**config.mk**
```make
export PLATFORM = sky130hd
export DESIGN_NAME = sha256_round_ctrl_flat
export DESIGN_NICKNAME = d
export VERILOG_FILES = /design/src/rtl/sha256_round_ctrl_pkg.sv /design/src/rtl/sha256_round_ctrl_if.sv /design/src/rtl/sha256_round_ctrl_cnt.sv /design/src/rtl/sha256_round_ctrl.sv /design/src/flat_wrapper.sv
export SDC_FILE = /design/constraint.sdc
export NUM_CORES = 1
export LEC_CHECK = 0
export ABC_CLOCK_PERIOD_IN_PS = 2250
export BUFFER_PORTS_ARGS = -buffer_cell sky130_fd_sc_hd__buf_2
export CORE_UTILIZATION = 45
export DETAILED_ROUTE_END_ITERATION = 16
export GPL_ROUTABILITY_DRIVEN = 1
export GPL_TIMING_DRIVEN = 1
export PLACE_DENSITY_LB_ADDON = 0.3
export SETUP_SLACK_MARGIN = 0.15
export SYNTH_ARGS = -nofsm -noshare
export SYNTH_HDL_FRONTEND = slang
export SYNTH_SLANG_ARGS = --single-unit
```
**constraint.sdc**
```tcl
create_clock -name clk -period 2.25 [get_ports clk]
set_clock_uncertainty 0.05 [all_clocks]
set_input_delay 0.1125 -clock clk [delete_from_list [all_inputs] [get_ports clk]]
set_output_delay 0.1125 -clock clk [all_outputs]
set_load 0.005 [all_outputs]
```
**src/rtl/sha256_round_ctrl_pkg.sv**
```systemverilog
// Shared definitions for the SHA-256 round controller slice.
//   SHA256_ROUNDS : rounds per 512-bit block
//   SHA256_IDX_W  : round index width
//   SHA256_LAG    : cycles from round_idx to registered Wi/Ki
//   state_t       : controller FSM states
package sha256_pkg;

  localparam int unsigned SHA256_ROUNDS = 64;
  localparam int unsigned SHA256_IDX_W  = 6;
  localparam int unsigned SHA256_LAG    = 1;

  typedef enum logic [2:0] {
    ST_IDLE,
    ST_LOAD,
    ST_ROUNDS,
    ST_DRAIN,
    ST_FINAL,
    ST_DONE
  } state_t;

endpackage

```
**src/rtl/sha256_round_ctrl_if.sv**
```systemverilog
// Handshake / datapath-control bundle between the round controller and its
// surroundings (block FIFO/padder upstream, schedule + compression downstream,
// digest consumer).
//   master : controller side (drives in_ready, schedule/compression controls,
//            digest_add, out_valid)
//   slave  : environment side (drives in_valid, in_first, out_ready[, abort])
// Optional: SHA256_CTRL_ABORT_EN adds the abort input.
interface sha256_round_ctrl_if
  import sha256_pkg::*;
#(
  parameter int unsigned IDX_W = SHA256_IDX_W
) ();

  logic             in_valid;
  logic             in_first;
  logic             in_ready;
  logic             sched_load;
  logic             sched_en;
  logic [IDX_W-1:0] round_idx;
  logic             hash_init;
  logic             comp_en;
  logic [IDX_W-1:0] comp_idx;
  logic             digest_add;
  logic             out_valid;
  logic             out_ready;
`ifdef SHA256_CTRL_ABORT_EN
  logic             abort;

  modport master (
    input  in_valid, in_first, out_ready, abort,
    output in_ready, sched_load, sched_en, round_idx, hash_init,
           comp_en, comp_idx, digest_add, out_valid
  );

  modport slave (
    output in_valid, in_first, out_ready, abort,
    input  in_ready, sched_load, sched_en, round_idx, hash_init,
           comp_en, comp_idx, digest_add, out_valid
  );
`else
  modport master (
    input  in_valid, in_first, out_ready,
    output in_ready, sched_load, sched_en, round_idx, hash_init,
           comp_en, comp_idx, digest_add, out_valid
  );

  modport slave (
    output in_valid, in_first, out_ready,
    input  in_ready, sched_load, sched_en, round_idx, hash_init,
           comp_en, comp_idx, digest_add, out_valid
  );
`endif

endinterface

```
**src/rtl/sha256_round_ctrl_cnt.sv**
```systemverilog
// Round index counter for the SHA-256 controller.
//   clk, reset : clock, asynchronous active-high reset
//   i_clr      : synchronous clear (higher priority than i_en)
//   i_en       : advance; wraps to 0 after ROUNDS-1
//   o_cnt      : current round index
//   o_last     : o_cnt == ROUNDS-1
module sha256_round_cnt
  import sha256_pkg::*;
#(
  parameter int unsigned ROUNDS = SHA256_ROUNDS,
  parameter int unsigned IDX_W  = SHA256_IDX_W
) (
  input  logic             clk,
  input  logic             reset,
  input  logic             i_clr,
  input  logic             i_en,
  output logic [IDX_W-1:0] o_cnt,
  output logic             o_last
);

  logic [IDX_W-1:0] r_cnt;
  logic             w_last;

  assign w_last = (r_cnt == IDX_W'(ROUNDS - 1));

  always_ff @(posedge clk or posedge reset) begin
    if (reset) begin
      r_cnt <= '0;
    end else if (i_clr) begin
      r_cnt <= '0;
    end else if (i_en) begin
      r_cnt <= w_last ? '0 : r_cnt + IDX_W'(1);
    end
  end

  assign o_cnt  = r_cnt;
  assign o_last = w_last;

endmodule

```
**src/rtl/sha256_round_ctrl.sv**
```systemverilog
// Sequencer for one SHA-256 block: accepts a block, pulses the schedule
// parallel-load, steps the round index through the schedule stage, feeds the
// compression core a LAG-delayed copy, issues digest_add and holds out_valid
// until the consumer takes it.
//   clk   : single clock, rising edge
//   reset : asynchronous, active-high
//   bus   : sha256_round_ctrl_if.master (handshakes + datapath controls)
// Optional: SHA256_CTRL_ABORT_EN enables bus.abort (return to IDLE from any
// busy state, clearing the counters and delay line).
module sha256_round_ctrl
  import sha256_pkg::*;
#(
  parameter int unsigned ROUNDS = SHA256_ROUNDS,
  parameter int unsigned IDX_W  = SHA256_IDX_W,
  parameter int unsigned LAG    = SHA256_LAG
) (
  input  logic                 clk,
  input  logic                 reset,
  sha256_round_ctrl_if.master  bus
);

  localparam int unsigned DRN_W = (LAG > 1) ? $clog2(LAG) : 1;

  state_t           r_state;
  state_t           w_state_nxt;
  logic             r_first;
  logic [DRN_W-1:0] r_drn_cnt;
  logic             w_drn_last;
  logic             w_abort;

  logic [IDX_W-1:0] w_cnt;
  logic             w_cnt_last;

  logic             w_in_ready;
  logic             w_sched_load;
  logic             w_sched_en;
  logic             w_hash_init;
  logic             w_digest_add;
  logic             w_out_valid;

  logic [LAG-1:0]            r_dly_en;
  logic [LAG-1:0][IDX_W-1:0] r_dly_idx;

`ifdef SHA256_CTRL_ABORT_EN
  assign w_abort = bus.abort && (r_state != ST_IDLE);
`else
  assign w_abort = 1'b0;
`endif

  sha256_round_cnt #(
    .ROUNDS (ROUNDS),
    .IDX_W  (IDX_W)
  ) u_cnt (
    .clk    (clk),
    .reset  (reset),
    .i_clr  (w_abort),
    .i_en   (r_state == ST_ROUNDS),
    .o_cnt  (w_cnt),
    .o_last (w_cnt_last)
  );

  // State register
  always_ff @(posedge clk or posedge reset) begin
    if (reset) begin
      r_state <= ST_IDLE;
    end else begin
      r_state <= w_state_nxt;
    end
  end

  // Next-state logic; abort overrides everything, including out_ready in DONE
  always_comb begin
    w_state_nxt = r_state;
    unique case (r_state)
      ST_IDLE:   if (bus.in_valid) w_state_nxt = ST_LOAD;
      ST_LOAD:   w_state_nxt = ST_ROUNDS;
      ST_ROUNDS: if (w_cnt_last) w_state_nxt = ST_DRAIN;
      ST_DRAIN:  if (w_drn_last) w_state_nxt = ST_FINAL;
      ST_FINAL:  w_state_nxt = ST_DONE;
      ST_DONE:   if (bus.out_ready) w_state_nxt = ST_IDLE;
      default:   w_state_nxt = ST_IDLE;
    endcase
    if (w_abort) begin
      w_state_nxt = ST_IDLE;
    end
  end

  // Moore outputs
  always_comb begin
    w_in_ready   = 1'b0;
    w_sched_load = 1'b0;
    w_sched_en   = 1'b0;
    w_hash_init  = 1'b0;
    w_digest_add = 1'b0;
    w_out_valid  = 1'b0;
    unique case (r_state)
      ST_IDLE:   w_in_ready = 1'b1;
      ST_LOAD: begin
        w_sched_load = 1'b1;
        w_hash_init  = r_first;
      end
      ST_ROUNDS: w_sched_en = 1'b1;
      ST_FINAL:  w_digest_add = 1'b1;
      ST_DONE:   w_out_valid = 1'b1;
      default:   ;
    endcase
  end

  // in_first is captured on the accepting edge only
  always_ff @(posedge clk or posedge reset) begin
    if (reset) begin
      r_first <= 1'b0;
    end else if ((r_state == ST_IDLE) && bus.in_valid) begin
      r_first <= bus.in_first;
    end
  end

  // DRAIN length counter, idle at 0 outside DRAIN
  assign w_drn_last = (r_drn_cnt == DRN_W'(LAG - 1));

  always_ff @(posedge clk or posedge reset) begin
    if (reset) begin
      r_drn_cnt <= '0;
    end else if ((r_state == ST_DRAIN) && !w_drn_last && !w_abort) begin
      r_drn_cnt <= r_drn_cnt + DRN_W'(1);
    end else begin
      r_drn_cnt <= '0;
    end
  end

  // LAG-deep delay line aligning compression controls with registered Wi/Ki
  always_ff @(posedge clk or posedge reset) begin
    if (reset) begin
      r_dly_en  <= '0;
      r_dly_idx <= '0;
    end else if (w_abort) begin
      r_dly_en  <= '0;
      r_dly_idx <= '0;
    end else begin
      r_dly_en[0]  <= w_sched_en;
      r_dly_idx[0] <= w_cnt;
      for (int unsigned i = 1; i < LAG; i++) begin
        r_dly_en[i]  <= r_dly_en[i-1];
        r_dly_idx[i] <= r_dly_idx[i-1];
      end
    end
  end

  assign bus.in_ready   = w_in_ready;
  assign bus.sched_load = w_sched_load;
  assign bus.sched_en   = w_sched_en;
  assign bus.round_idx  = w_cnt;
  assign bus.hash_init  = w_hash_init;
  assign bus.comp_en    = r_dly_en[LAG-1];
  assign bus.comp_idx   = r_dly_idx[LAG-1];
  assign bus.digest_add = w_digest_add;
  assign bus.out_valid  = w_out_valid;

endmodule

```
**src/flat_wrapper.sv**
```systemverilog
// flat-port wrapper written by rule: the top's interface ports become plain ports
module sha256_round_ctrl_flat import sha256_pkg::*;
#(
  parameter int unsigned ROUNDS = SHA256_ROUNDS,
  parameter int unsigned IDX_W  = SHA256_IDX_W,
  parameter int unsigned LAG    = SHA256_LAG
)
  (clk, reset, bus_in_valid, bus_in_first, bus_out_ready, bus_in_ready, bus_sched_load, bus_sched_en, bus_round_idx, bus_hash_init, bus_comp_en, bus_comp_idx, bus_digest_add, bus_out_valid);
  sha256_round_ctrl_if #(.IDX_W(IDX_W)) bus_i ();
  input  logic clk;
  input  logic reset;
  input wire logic [$bits(bus_i.in_valid)-1:0] bus_in_valid;
  input wire logic [$bits(bus_i.in_first)-1:0] bus_in_first;
  input wire logic [$bits(bus_i.out_ready)-1:0] bus_out_ready;
  output wire logic [$bits(bus_i.in_ready)-1:0] bus_in_ready;
  output wire logic [$bits(bus_i.sched_load)-1:0] bus_sched_load;
  output wire logic [$bits(bus_i.sched_en)-1:0] bus_sched_en;
  output wire logic [$bits(bus_i.round_idx)-1:0] bus_round_idx;
  output wire logic [$bits(bus_i.hash_init)-1:0] bus_hash_init;
  output wire logic [$bits(bus_i.comp_en)-1:0] bus_comp_en;
  output wire logic [$bits(bus_i.comp_idx)-1:0] bus_comp_idx;
  output wire logic [$bits(bus_i.digest_add)-1:0] bus_digest_add;
  output wire logic [$bits(bus_i.out_valid)-1:0] bus_out_valid;
  assign bus_i.in_valid = bus_in_valid;
  assign bus_i.in_first = bus_in_first;
  assign bus_i.out_ready = bus_out_ready;
  assign bus_in_ready = bus_i.in_ready;
  assign bus_sched_load = bus_i.sched_load;
  assign bus_sched_en = bus_i.sched_en;
  assign bus_round_idx = bus_i.round_idx;
  assign bus_hash_init = bus_i.hash_init;
  assign bus_comp_en = bus_i.comp_en;
  assign bus_comp_idx = bus_i.comp_idx;
  assign bus_digest_add = bus_i.digest_add;
  assign bus_out_valid = bus_i.out_valid;
  sha256_round_ctrl #(.ROUNDS(ROUNDS), .IDX_W(IDX_W), .LAG(LAG)) u_core (.clk(clk), .reset(reset), .bus(bus_i));
endmodule
```
# --- Yosys cells after proc, flatten, opt, wreduce, memory -nomap -nowiden ---
# Index checks and enable logic that the tools add are counted.
totals:
  out_inout_bits: 19
  elab_cells: 35
  regBits: 18
  input_bits: 5
classes:
  n_reduce_logical: 4
  eq_ne: 10
  muxes: 13
  n_addsub: 2
op_table:
  columns: ["cell", "n"]
  rows:
  - ["case mux 3 bit (6 select lines)", 1]
  - ["two-way mux 3 bit", 4]
  - ["two-way mux 1 bit", 7]
  - ["adder 6 x 1 -> 6 bit, second input constant", 1]
  - ["== test 3 x 2 -> 1 bit, second input constant", 2]
  - ["== test 3 bit, second input constant", 2]
  - ["== test 6 bit, second input constant", 1]
  - ["two-way mux 6 bit", 1]
  - ["!= test 2 bit, second input constant", 3]
  - ["AND reduction 4 bit", 1]
  - ["== test 3 x 1 -> 1 bit, second input constant", 1]
  - ["logical NOT 3 bit", 1]
  - ["logical AND 1 bit", 2]
  - ["!= test 2 x 1 -> 1 bit, second input constant", 1]
  - ["adder 1 bit, second input constant", 1]

# --- Logic depth before layout (Yosys ltp) ---
# Gate-level depths: netlist of the first run.
depth:
  depth_word: 3
  mapped_depth: 6
  depth_no_buf: 4

# --- By module ---
# Synthesis of the first run repeated with hierarchy kept, for this count alone.
unflattened:
  hier_cells: 68
  hier_area_um2: 765.7
by_module_without_submodules:
  columns: ["mod", "instances", "cells_each", "area_each_um2", "seq_area_each_um2"]
  rows:
  - ["sha256_round_ctrl", 1, 33, 441.7, 300.3]
  - ["sha256_round_cnt", 1, 35, 324.1, 150.1]

# --- Worst setup path after synthesis of the first run ---
# No wires, ideal clock.
synth_path:
  kind: "register -> register"
  startpoint: "register u_core.r_state[0]"
  endpoint: "register u_core.u_cnt.r_cnt[4] (netlist: u_core.u_cnt.o_cnt[4])"
  period_less_slack_ps: 1639
  n_path_buf: 2
  path_stages_with_launch: 6
  t_required_ps: 2074
  setup_time_ps: 126
  setup_slack_ps: 611
  arrival_ps: 1462
  path_cell_list: "dfrtp_1 > buf_6 > or3b_1 > buf_6 > or3_4 > xnor2_2"
synth_via:
  elab_chain_len: 1
synth_rtl:
  columns: ["element", "line", "source"]
  rows:
  - ["from (decl)", "sha256_round_ctrl.sv:24", "state_t r_state;"]
  - ["from (signal assigned)", "sha256_round_ctrl.sv:67", "r_state <= w_state_nxt;"]
  - ["== test 3 x 2 -> 1 bit", "sha256_round_ctrl.sv:57", ".i_en (r_state == ST_ROUNDS),"]
  - ["to (signal assigned)", "sha256_round_ctrl_cnt.sv:32", "r_cnt <= w_last ? '0 : r_cnt + IDX_W'(1);"]
  - ["to (decl)", "sha256_round_ctrl_cnt.sv:21", "logic [IDX_W-1:0] r_cnt;"]
# Every way passes these cells.
# A chain may end at the register's enable or synchronous reset.

# --- Worst setup path in the final report of the first run ---
layout_path:
  startpoint: "register u_core.r_state[2]"
  endpoint: "output bus_sched_en"
layout_via:
  elab_chain_len: 2
layout_rtl:
  columns: ["element", "line", "source"]
  rows:
  - ["== test 3 x 2 -> 1 bit", "sha256_round_ctrl.sv:96", "unique case (r_state)"]
  - ["two-way mux 1 bit", "sha256_round_ctrl.sv:96", null]
  - ["to (decl)", "flat_wrapper.sv:17", "output wire logic [$bits(bus_i.sched_en)-1:0] bus_sched_en;"]
# Every way passes these cells.

==> impl_metrics.yaml, run 1 <==
run_status:
  outcome: "finished with violations"
  violations: "design-rule violations"
routing:
  first_pass_iters: 10
  viasPerCell: 5.32
  drc: 1
  via_count: 585
  drt-total-wl_mm: 1.38
  drt_iter0_drc: 9
  routedWlPerCell_um: 12.5
  detail-route-antenna-nets: 0
place:
  port_buffers: 23
  gp_congestion: 0.711
  placed_area_um2: 885
  place_hpwl_um: 986
grt:
  first_global_vias: 517
  grt.overflow.total: 0
  gr-usage-all-layers: 0.162
  antenna_found_initial: 0
  grt_max_degree: 19
  grt_pass1_wl_mm: 2.20
floorplan:
  core_mm2: 0.00156
  initial_core_util: 0.500
  die_area_mm2: 0.00190
  fp.dieW_um: 43.6
  rows: 14
  die_h_um: 43.6
  io-pin-count: 24
cells_and_area:
  nFillCells: 130
  final_cell_mix: "23 x buf_2, 18 x dfrtp_1, 12 x nand2_1"
  drive_gt1_frac: 0.351
  area_growth_pct: 20.7
  postLayoutCellArea_um2: 941
  mostFrequentLayoutCell: "buf_2"
  diodes: 0
  nets: 101
clocking:
  cts_buffer_depth: 2
  insertion_delay_ns: 0.29
  clockRootBuffer: "clkbuf_4"
  clock-sinks: 18
  clkTransAtPathRegs_ns: 0.09
  htree_num_levels: 1
  cts_buffers: 3
  cts_resized: 0
  cts_tree: "done"
worst_setup_path:
  worst-path-max-fanout: 11
  critPathLaunchType: "flop"
  cp-end-kind: "output pin"
  worstSetupPathType: "flop to output pin"
  required_ns: 2.09
  crit_path_max_incr_delay_ns: 0.54
  crit_arrival_ns: 1.59
  cp_slowest_cell: "or3b_1"
  path_cells: "or3b_1 -> inv_1 -> buf_2"
  cp_top_family: "simple AND/OR/NAND/NOR gates"
  crit_buf_inv: 2
logic_synthesis:
  synth_nets: 75
  syn_inst: 69
  synth-async-reset-ratio: 1.00
  synth.ff_latch_count: 18
  synth_area_um2: 779
  synth_edf_count: 0
  avgSynthCellArea_um2: 11.3
  yosysSeqAreaShare: 0.578
  yosys_warnings: 0
  synth_flop_cell: "dfrtp_1"
  ys_types: 31
sta:
  finalCritPeriodShare: 0.781
  fin_tns_setup_ns: 0
  finalCriticalPeriod_ns: 1.76
  finalSetupViolCount: 0
  tightest_slew_ns: 0.654
  slew_headroom: 0.564
  hold_viol: 0
  max_freq_mhz: 569
  slew_violations: 0
  rsz0062_at_grt: "no"
power:
  p_per_area_mw_per_mm2: 1330
  max-vdd-ir-drop_v: 0.000700
  power_leakage_uw: 0.000487
flow_run:
  max_cap_viol_count: 0
hold_path:
  hp-class: "input pin to flop"
metrics by stage:
step	utilization	total power (uW)	std cells	worst slack [ns]	hold WS [ns]
5_1_grt	0.604	1350	110	0.377	0.0847
3_3_place_gp	0.567	1040	104	0.562	0.176
3_5_place_dp	0.567	1060	104	0.529	0.183
4_1_cts	0.604	1260	110	0.473	0.0800
2_1_floorplan	-	916	69	0.611	0.00107
6_report	0.604	1250	110	0.493	0.0921
routing by layer:
layer / global-route usage / routed length (um)
met5: 0 / 0
met4: 0.0938 / 19
met3: 0.0375 / 59
met2: 0.248 / 671
met1: 0.210 / 628
final cells by class:
class | count | area, um2 | area share
sequential | 18 | 450 | 0.479
inverter | 3 | 11.3 | 0.0120
timing repair buffer | 25 | 135 | 0.144
clock buffer | 4 | 36.3 | 0.0386
multi-input combinational | 44 | 288 | 0.306
tap | 16 | 20.0 | 0.0213
flip-flops by register name, summed over array words and instances, names as in the netlist:
signal               flops
u_core.bus.comp_idx      6
u_core.r_drn_cnt         1
u_core.r_first           1
u_core.u_cnt.o_cnt       6
u_core.bus.comp_en       1
u_core.r_state           3
cells in the mapped netlist (all sizes together), types with 2 or more instances:
library cell  instances  area (um2)
buf                   2        22.5
clkbuf                2        7.51
dfrtp                18         450
inv                   3        11.3
nand2                12        45.0
nor2                  3        11.3
nor3                  4        20.0
nor3b                 2        15.0
xnor2                 2        25.0
where the power goes:
part / total (uW) / switching (uW) / internal, uW
Clock: 191 / 92.6 / 98.6
Combinational: 455 / 213 / 242
Sequential: 603 / 149 / 454
Total: 1250 / 455 / 794
cell families (layout without fill, tap and decap cells):
| kind of cell | Yosys count | count (layout) | synth area share |
|---|---|---|---|
| AOI/OAI and AO/OA | 10 | 10 | 0.103 |
| buffers and inverters | 7 | 32 | 0.0530 |
| adders and majority gates | 1 | 1 | 0.0160 |
| muxes | 1 | 1 | 0.0144 |
| other | 1 | 1 | 0.00481 |
| DFF | 18 | 18 | 0.578 |
| xor gates and xnor gates | 2 | 2 | 0.0321 |
| and+or+nand+nor | 29 | 29 | 0.199 |
worst paths after layout:
kind | start | endpoint | slack, ns | cells past startpoint
worst max-delay path | u_core.r_state[2] | bus_sched_en | 0.49 | 3
worst min-delay path | bus_out_ready | u_core.r_state[2] | 0.09 | 4
worst max register to register | u_core.r_state[2] | u_core.u_cnt.o_cnt[4] | 0.52 | 3
worst min register to register | u_core.u_cnt.o_cnt[1] | u_core.bus.comp_idx[1] | 0.41 | 0
max in group asynchronous | reset | u_core.u_cnt.o_cnt[3] | 1.33 | 3
min in group asynchronous | reset | u_core.u_cnt.o_cnt[4] | 0.40 | 3
worst min-delay path, stage by stage:
cell	delay [ns]
buf_2	0.09
nand2_1	0.05
nand3b_1	0.08
o31ai_1	0.07
timing repair:
action / in CTS / in global routing
hold buffers: 2 / 0
endpoints found under the hold margin: 19 / 0
buffers inserted: 0 / 0
Power figures use the tool's default switching activity.
==> inputs of run 2 (changes only) <==
--- a/config.mk
+++ b/config.mk
@@ -5,9 +5,9 @@
 export SDC_FILE = /design/constraint.sdc
 export NUM_CORES = 1
 export LEC_CHECK = 0
-export ABC_CLOCK_PERIOD_IN_PS = 2250
+export ABC_CLOCK_PERIOD_IN_PS = 1500
 export BUFFER_PORTS_ARGS = -buffer_cell sky130_fd_sc_hd__buf_2
-export CORE_UTILIZATION = 45
+export CORE_UTILIZATION = 43
 export DETAILED_ROUTE_END_ITERATION = 16
 export GPL_ROUTABILITY_DRIVEN = 1
 export GPL_TIMING_DRIVEN = 1
==> constraint.sdc (replaced) <==
create_clock -name clk -period 1.5 [get_ports clk]
set_clock_uncertainty 0.05 [all_clocks]
set_input_delay 0.075 -clock clk [delete_from_list [all_inputs] [get_ports clk]]
set_output_delay 0.075 -clock clk [all_outputs]
set_load 0.005 [all_outputs]
==> run 2 against run 1 <==
The run now ends clean. Flip-flop and latch count unchanged. Via count up 5.6%. Sequential power up 35%. Register-to-register slack worse by 0.47 ns. Wire length up 11%.
==> impl_metrics.yaml, run 2 (synthesis results as in run 1) <==
run_status:
  outcome: "complete, no violations"
floorplan:
  fp.dieW_um: 44.6
  core_mm2: 0.00171
  die_h_um: 44.6
  initial_core_util: 0.456
  io-pin-count: 24
  die_area_mm2: 0.00199
  rows: 15
place:
  dp_slack_ns: 0.0562
  place_hpwl_um: 959
  placed_area_um2: 933
  port_buffers: 23
  gp_congestion: 0.790
routing:
  drt-total-wl_mm: 1.53
  via_count: 618
  detail-route-antenna-nets: 0
  routedWlPerCell_um: 12.0
  drc: 0
  first_pass_iters: 4
  viasPerCell: 4.87
  drt_iter0_drc: 7
power:
  p_per_area_mw_per_mm2: 2060
  max-vdd-ir-drop_v: 0.00119
  power_leakage_uw: 0.000537
sta:
  max_freq_mhz: 672
  finalSetupViolCount: 0
  slew_violations: 0
  rsz0062_at_grt: "yes"
  hold_viol: 0
  slew_headroom: 0.569
  worst_slack_ns: 0.0129
  tightest_slew_ns: 0.646
  finalCriticalPeriod_ns: 1.49
  fin_tns_setup_ns: 0
  finalCritPeriodShare: 0.991
clocking:
  htree_num_levels: 1
  cts_buffers: 3
  cts_tree: "done"
  clock-sinks: 18
  clkTransAtPathRegs_ns: 0.09
  cts_buffer_depth: 2
  insertion_delay_ns: 0.28
  clockRootBuffer: "clkbuf_4"
cells_and_area:
  nets: 110
  final_cell_mix: "22 x buf_2, 18 x dfrtp_1, 11 x nand2_1"
  nFillCells: 140
  drive_gt1_frac: 0.520
  postLayoutCellArea_mm2: 0.00109
  diodes: 0
  mostFrequentLayoutCell: "buf_2"
  area_growth_pct: 40.1
grt:
  first_global_vias: 529
  grt_pass1_wl_mm: 2.22
  grt.overflow.total: 0
  antenna_found_initial: 0
  grt_max_degree: 19
  gr-usage-all-layers: 0.164
worst_setup_path:
  crit_arrival_ns: 1.36
  worst-path-max-fanout: 6
  required_ns: 1.37
  critPathLaunchType: "flop"
  cp-end-kind: "output pin"
  worstSetupPathType: "flop to output pin"
flow_run:
  max_cap_viol_count: 0
hold_path:
  hp-class: "input pin to flop"
## run 2: timing repair
item,in CTS,in global routing
setup endpoints to repair,10,12
setup buffers,4,0
endpoints found under the hold margin,19,0
hold buffers,2,0
pin swaps,5,5
gates resized for setup,11,9
## run 2: worst max-delay path: stages, from the launching register on
cell and delay [ns]:
dfrtp_1 0.41, or3b_4 0.39, buf_6 0.15, inv_4 0.05
buf_6 0.08
## run 2: report_power, final
part	switching [uW]	total, uW	internal, uW	leakage [uW]
combinational	560	1210	649	0.000306
clock	131	224	93.1	0.0000138
sequential	135	816	681	0.000216
total	827	2250	1420	0.000537
## run 2: per-layer routing
metal	global-route usage	wire length [um]
met4	0.109	17
met1	0.201	672
met5	0	0
met3	0.0245	50
met2	0.268	787
## run 2: metrics by stage
step / util / hold slack [ns] / cells / power, uW
2_1_floorplan: - / -0.0364 / 69 / 1370
3_3_place_gp: 0.547 / 0.140 / 118 / 1660
3_5_place_dp: 0.547 / 0.149 / 118 / 1700
4_1_cts: 0.615 / 0.0289 / 127 / 2140
5_1_grt: 0.640 / 0.0683 / 127 / 2400
6_report: 0.640 / 0.0370 / 127 / 2250
## run 2: worst paths after layout
| path | from | end | slack, ns | cells past startpoint |
|---|---|---|---|---|
| max in group asynchronous | reset | u_core.bus.comp_idx[3] | 0.62 | 3 |
| min reg2reg | u_core.r_drn_cnt | u_core.r_state[2] | 0.45 | 1 |
| max reg2reg | u_core.r_state[0] | u_core.u_cnt.o_cnt[3] | 0.05 | 5 |
| min | bus_out_ready | u_core.r_state[2] | 0.04 | 4 |
| min in group asynchronous | reset | u_core.u_cnt.o_cnt[4] | 0.37 | 3 |
| max | u_core.r_state[0] | bus_sched_en | 0.01 | 4 |
## run 2: area by class of cell
type                    count  area, um2  area share
well taps                  25       31.3      0.0286
inverters                   3       13.8      0.0126
multi-input cells          44        354       0.324
repair buffers             34        220       0.202
flip-flops and latches     18        450       0.412
clock buffers               3       22.5      0.0206
==> inputs of run 3 (changes only) <==
--- a/config.mk
+++ b/config.mk
@@ -6,9 +6,9 @@
 export NUM_CORES = 1
 export LEC_CHECK = 0
 export ABC_CLOCK_PERIOD_IN_PS = 1500
-export BUFFER_PORTS_ARGS = -buffer_cell sky130_fd_sc_hd__buf_2
-export CORE_UTILIZATION = 43
+export CORE_UTILIZATION = 45
 export DETAILED_ROUTE_END_ITERATION = 16
+export DONT_BUFFER_PORTS = 1
 export GPL_ROUTABILITY_DRIVEN = 1
 export GPL_TIMING_DRIVEN = 1
 export PLACE_DENSITY_LB_ADDON = 0.3
==> run 3 against run 2 <==
The run now ends with design-rule violations left. Sequential power rose by 1%. Final cell count is 21% lower. Non-clock buffer count is 18 lower. Combinational power down 9.9%. Wire length fell by 4.9%.
==> impl_metrics.yaml, run 3 (synthesis results as in run 1) <==
grt:
  grt_pass1_wl_mm: 2.25
  antenna_found_initial: 0
  grt_max_degree: 19
  first_global_vias: 508
  grt.overflow.total: 0
  gr-usage-all-layers: 0.176
sta:
  worst_slack_ns: 0.0275
  fin_hold_ws_ns: 0.0276
  finalSetupViolCount: 0
  slew_violations: 0
  rsz0062_at_grt: "yes"
  slew_headroom: 0.566
  max_freq_mhz: 679
  tightest_slew_ns: 0.650
  finalCriticalPeriod_ns: 1.47
  hold_viol: 0
  finalCritPeriodShare: 0.982
cells_and_area:
  postLayoutCellArea_um2: 996
  diodes: 0
  nFillCells: 123
  area_growth_pct: 27.8
  mostFrequentLayoutCell: "dfrtp_1"
  final_cell_mix: "18 x dfrtp_1, 10 x nand2_1, 8 x buf_4"
  drive_gt1_frac: 0.393
  nets: 92
worst_setup_path:
  r2r-start: "u_core.r_state[2]"
  cp-startpoint: "u_core.r_state[2]"
  cp-end-kind: "output pin"
  critPathLaunchType: "flop"
  reg2regPathDepth: 3
  required_ns: 1.37
  worstSetupPathType: "flop to output pin"
  r2r-end: "u_core.u_cnt.o_cnt[4]"
  crit_arrival_ns: 1.35
  reg2reg_slack_ns: 0.03
  worst-path-max-fanout: 4
place:
  gp_congestion: 0.770
  place_hpwl_um: 866
  port_buffers: 0
  dp_slack_ns: 0.0664
  placed_area_um2: 837
floorplan:
  fp.dieW_um: 43.6
  die_h_um: 43.6
  io-pin-count: 24
  initial_core_util: 0.500
  core_mm2: 0.00156
  rows: 14
  die_area_mm2: 0.00190
routing:
  routedWlPerCell_um: 14.5
  dr_wl_met2_um: 649
  drt-met1-wl_um: 681
  top_layer: "met4"
  dr_wl_met3_um: 93
  via_count: 581
  drt-total-wl_mm: 1.45
  drt_iter0_drc: 16
  first_pass_iters: 10
  viasPerCell: 5.81
  drc: 1
  detail-route-antenna-nets: 0
flow_run:
  max_cap_viol_count: 0
hold_path:
  hold_end: "u_core.r_state[0]"
  whs_path_depth: 3
  hp-class: "input pin to flop"
  hold_path.startpoint: "bus_out_ready"
run_status:
  violations: "design-rule violations"
  outcome: "finished with violations"
clocking:
  cts_tree: "done"
  clock-sinks: 18
  cts_buffers: 3
  clkTransAtPathRegs_ns: 0.09
  cts_buffer_depth: 2
  clockRootBuffer: "clkbuf_4"
  insertion_delay_ns: 0.29
  htree_num_levels: 1
power:
  power_leakage_uw: 0.000460
  max-vdd-ir-drop_v: 0.00120
  p_per_area_mw_per_mm2: 2150
==> run 3: how the worst max path moves through the flow <==
stage	cells past startpoint	end
2_1_floorplan	5	u_core.u_cnt.o_cnt[4]
3_3_place_gp	3	u_core.u_cnt.o_cnt[4]
3_5_place_dp	3	u_core.u_cnt.o_cnt[4]
4_1_cts	4	bus_sched_en
5_1_grt	4	bus_sched_en
6_report	4	bus_sched_en
==> run 3: repair_timing <==
| action | CTS | global route |
|---|---|---|
| endpoints found under the hold margin | 20 | 0 |
| setup endpoints to repair | 8 | 10 |
| hold buffers | 4 | 0 |
| buffers inserted | 2 | 1 |
| resized for setup | 13 | 7 |
| pin swaps | 8 | 5 |
==> run 3: worst max-delay path, cell delays in order, from the launching register on <==
cell and delay (ns):
dfrtp_1 0.38, or3b_4 0.40, buf_6 0.14, inv_4 0.04
buf_6 0.09
==> run 3: layer usage <==
layer | up-vias | global-route usage
li1 | 267 | -
met1 | 293 | 0.220
met2 | 17 | 0.257
met3 | 4 | 0.0792
met4 | 0 | 0.0938
met5 | - | 0
==> run 3: through the flow <==
stage | TNS (ns) | power (uW) | util | instances
finish | 0 | 2140 | 0.639 | 100
global route | -0.0804 | 2310 | 0.639 | 100
CTS | 0 | 2040 | 0.616 | 99
detailed placement | 0 | 1610 | 0.537 | 90
global placement | 0 | 1590 | 0.537 | 90
floorplan | -0.139 | 1370 | - | 69
==> run 3: power breakdown <==
part,total (uW),switching [uW],internal [uW]
clock,223,130,93.4
sequential,826,143,683
combinational,1090,523,570
total,2140,795,1350
==> run 3: layout make-up <==
class                           instances  area [um2]  share of cell area
Clock buffer                            3        22.5              0.0226
Inverter                                3        13.8              0.0138
Multi-Input combinational cell         44         344               0.345
Sequential cell                        18         450               0.452
Tap cell                               16        20.0              0.0201
Timing Repair Buffer                   16         145               0.146
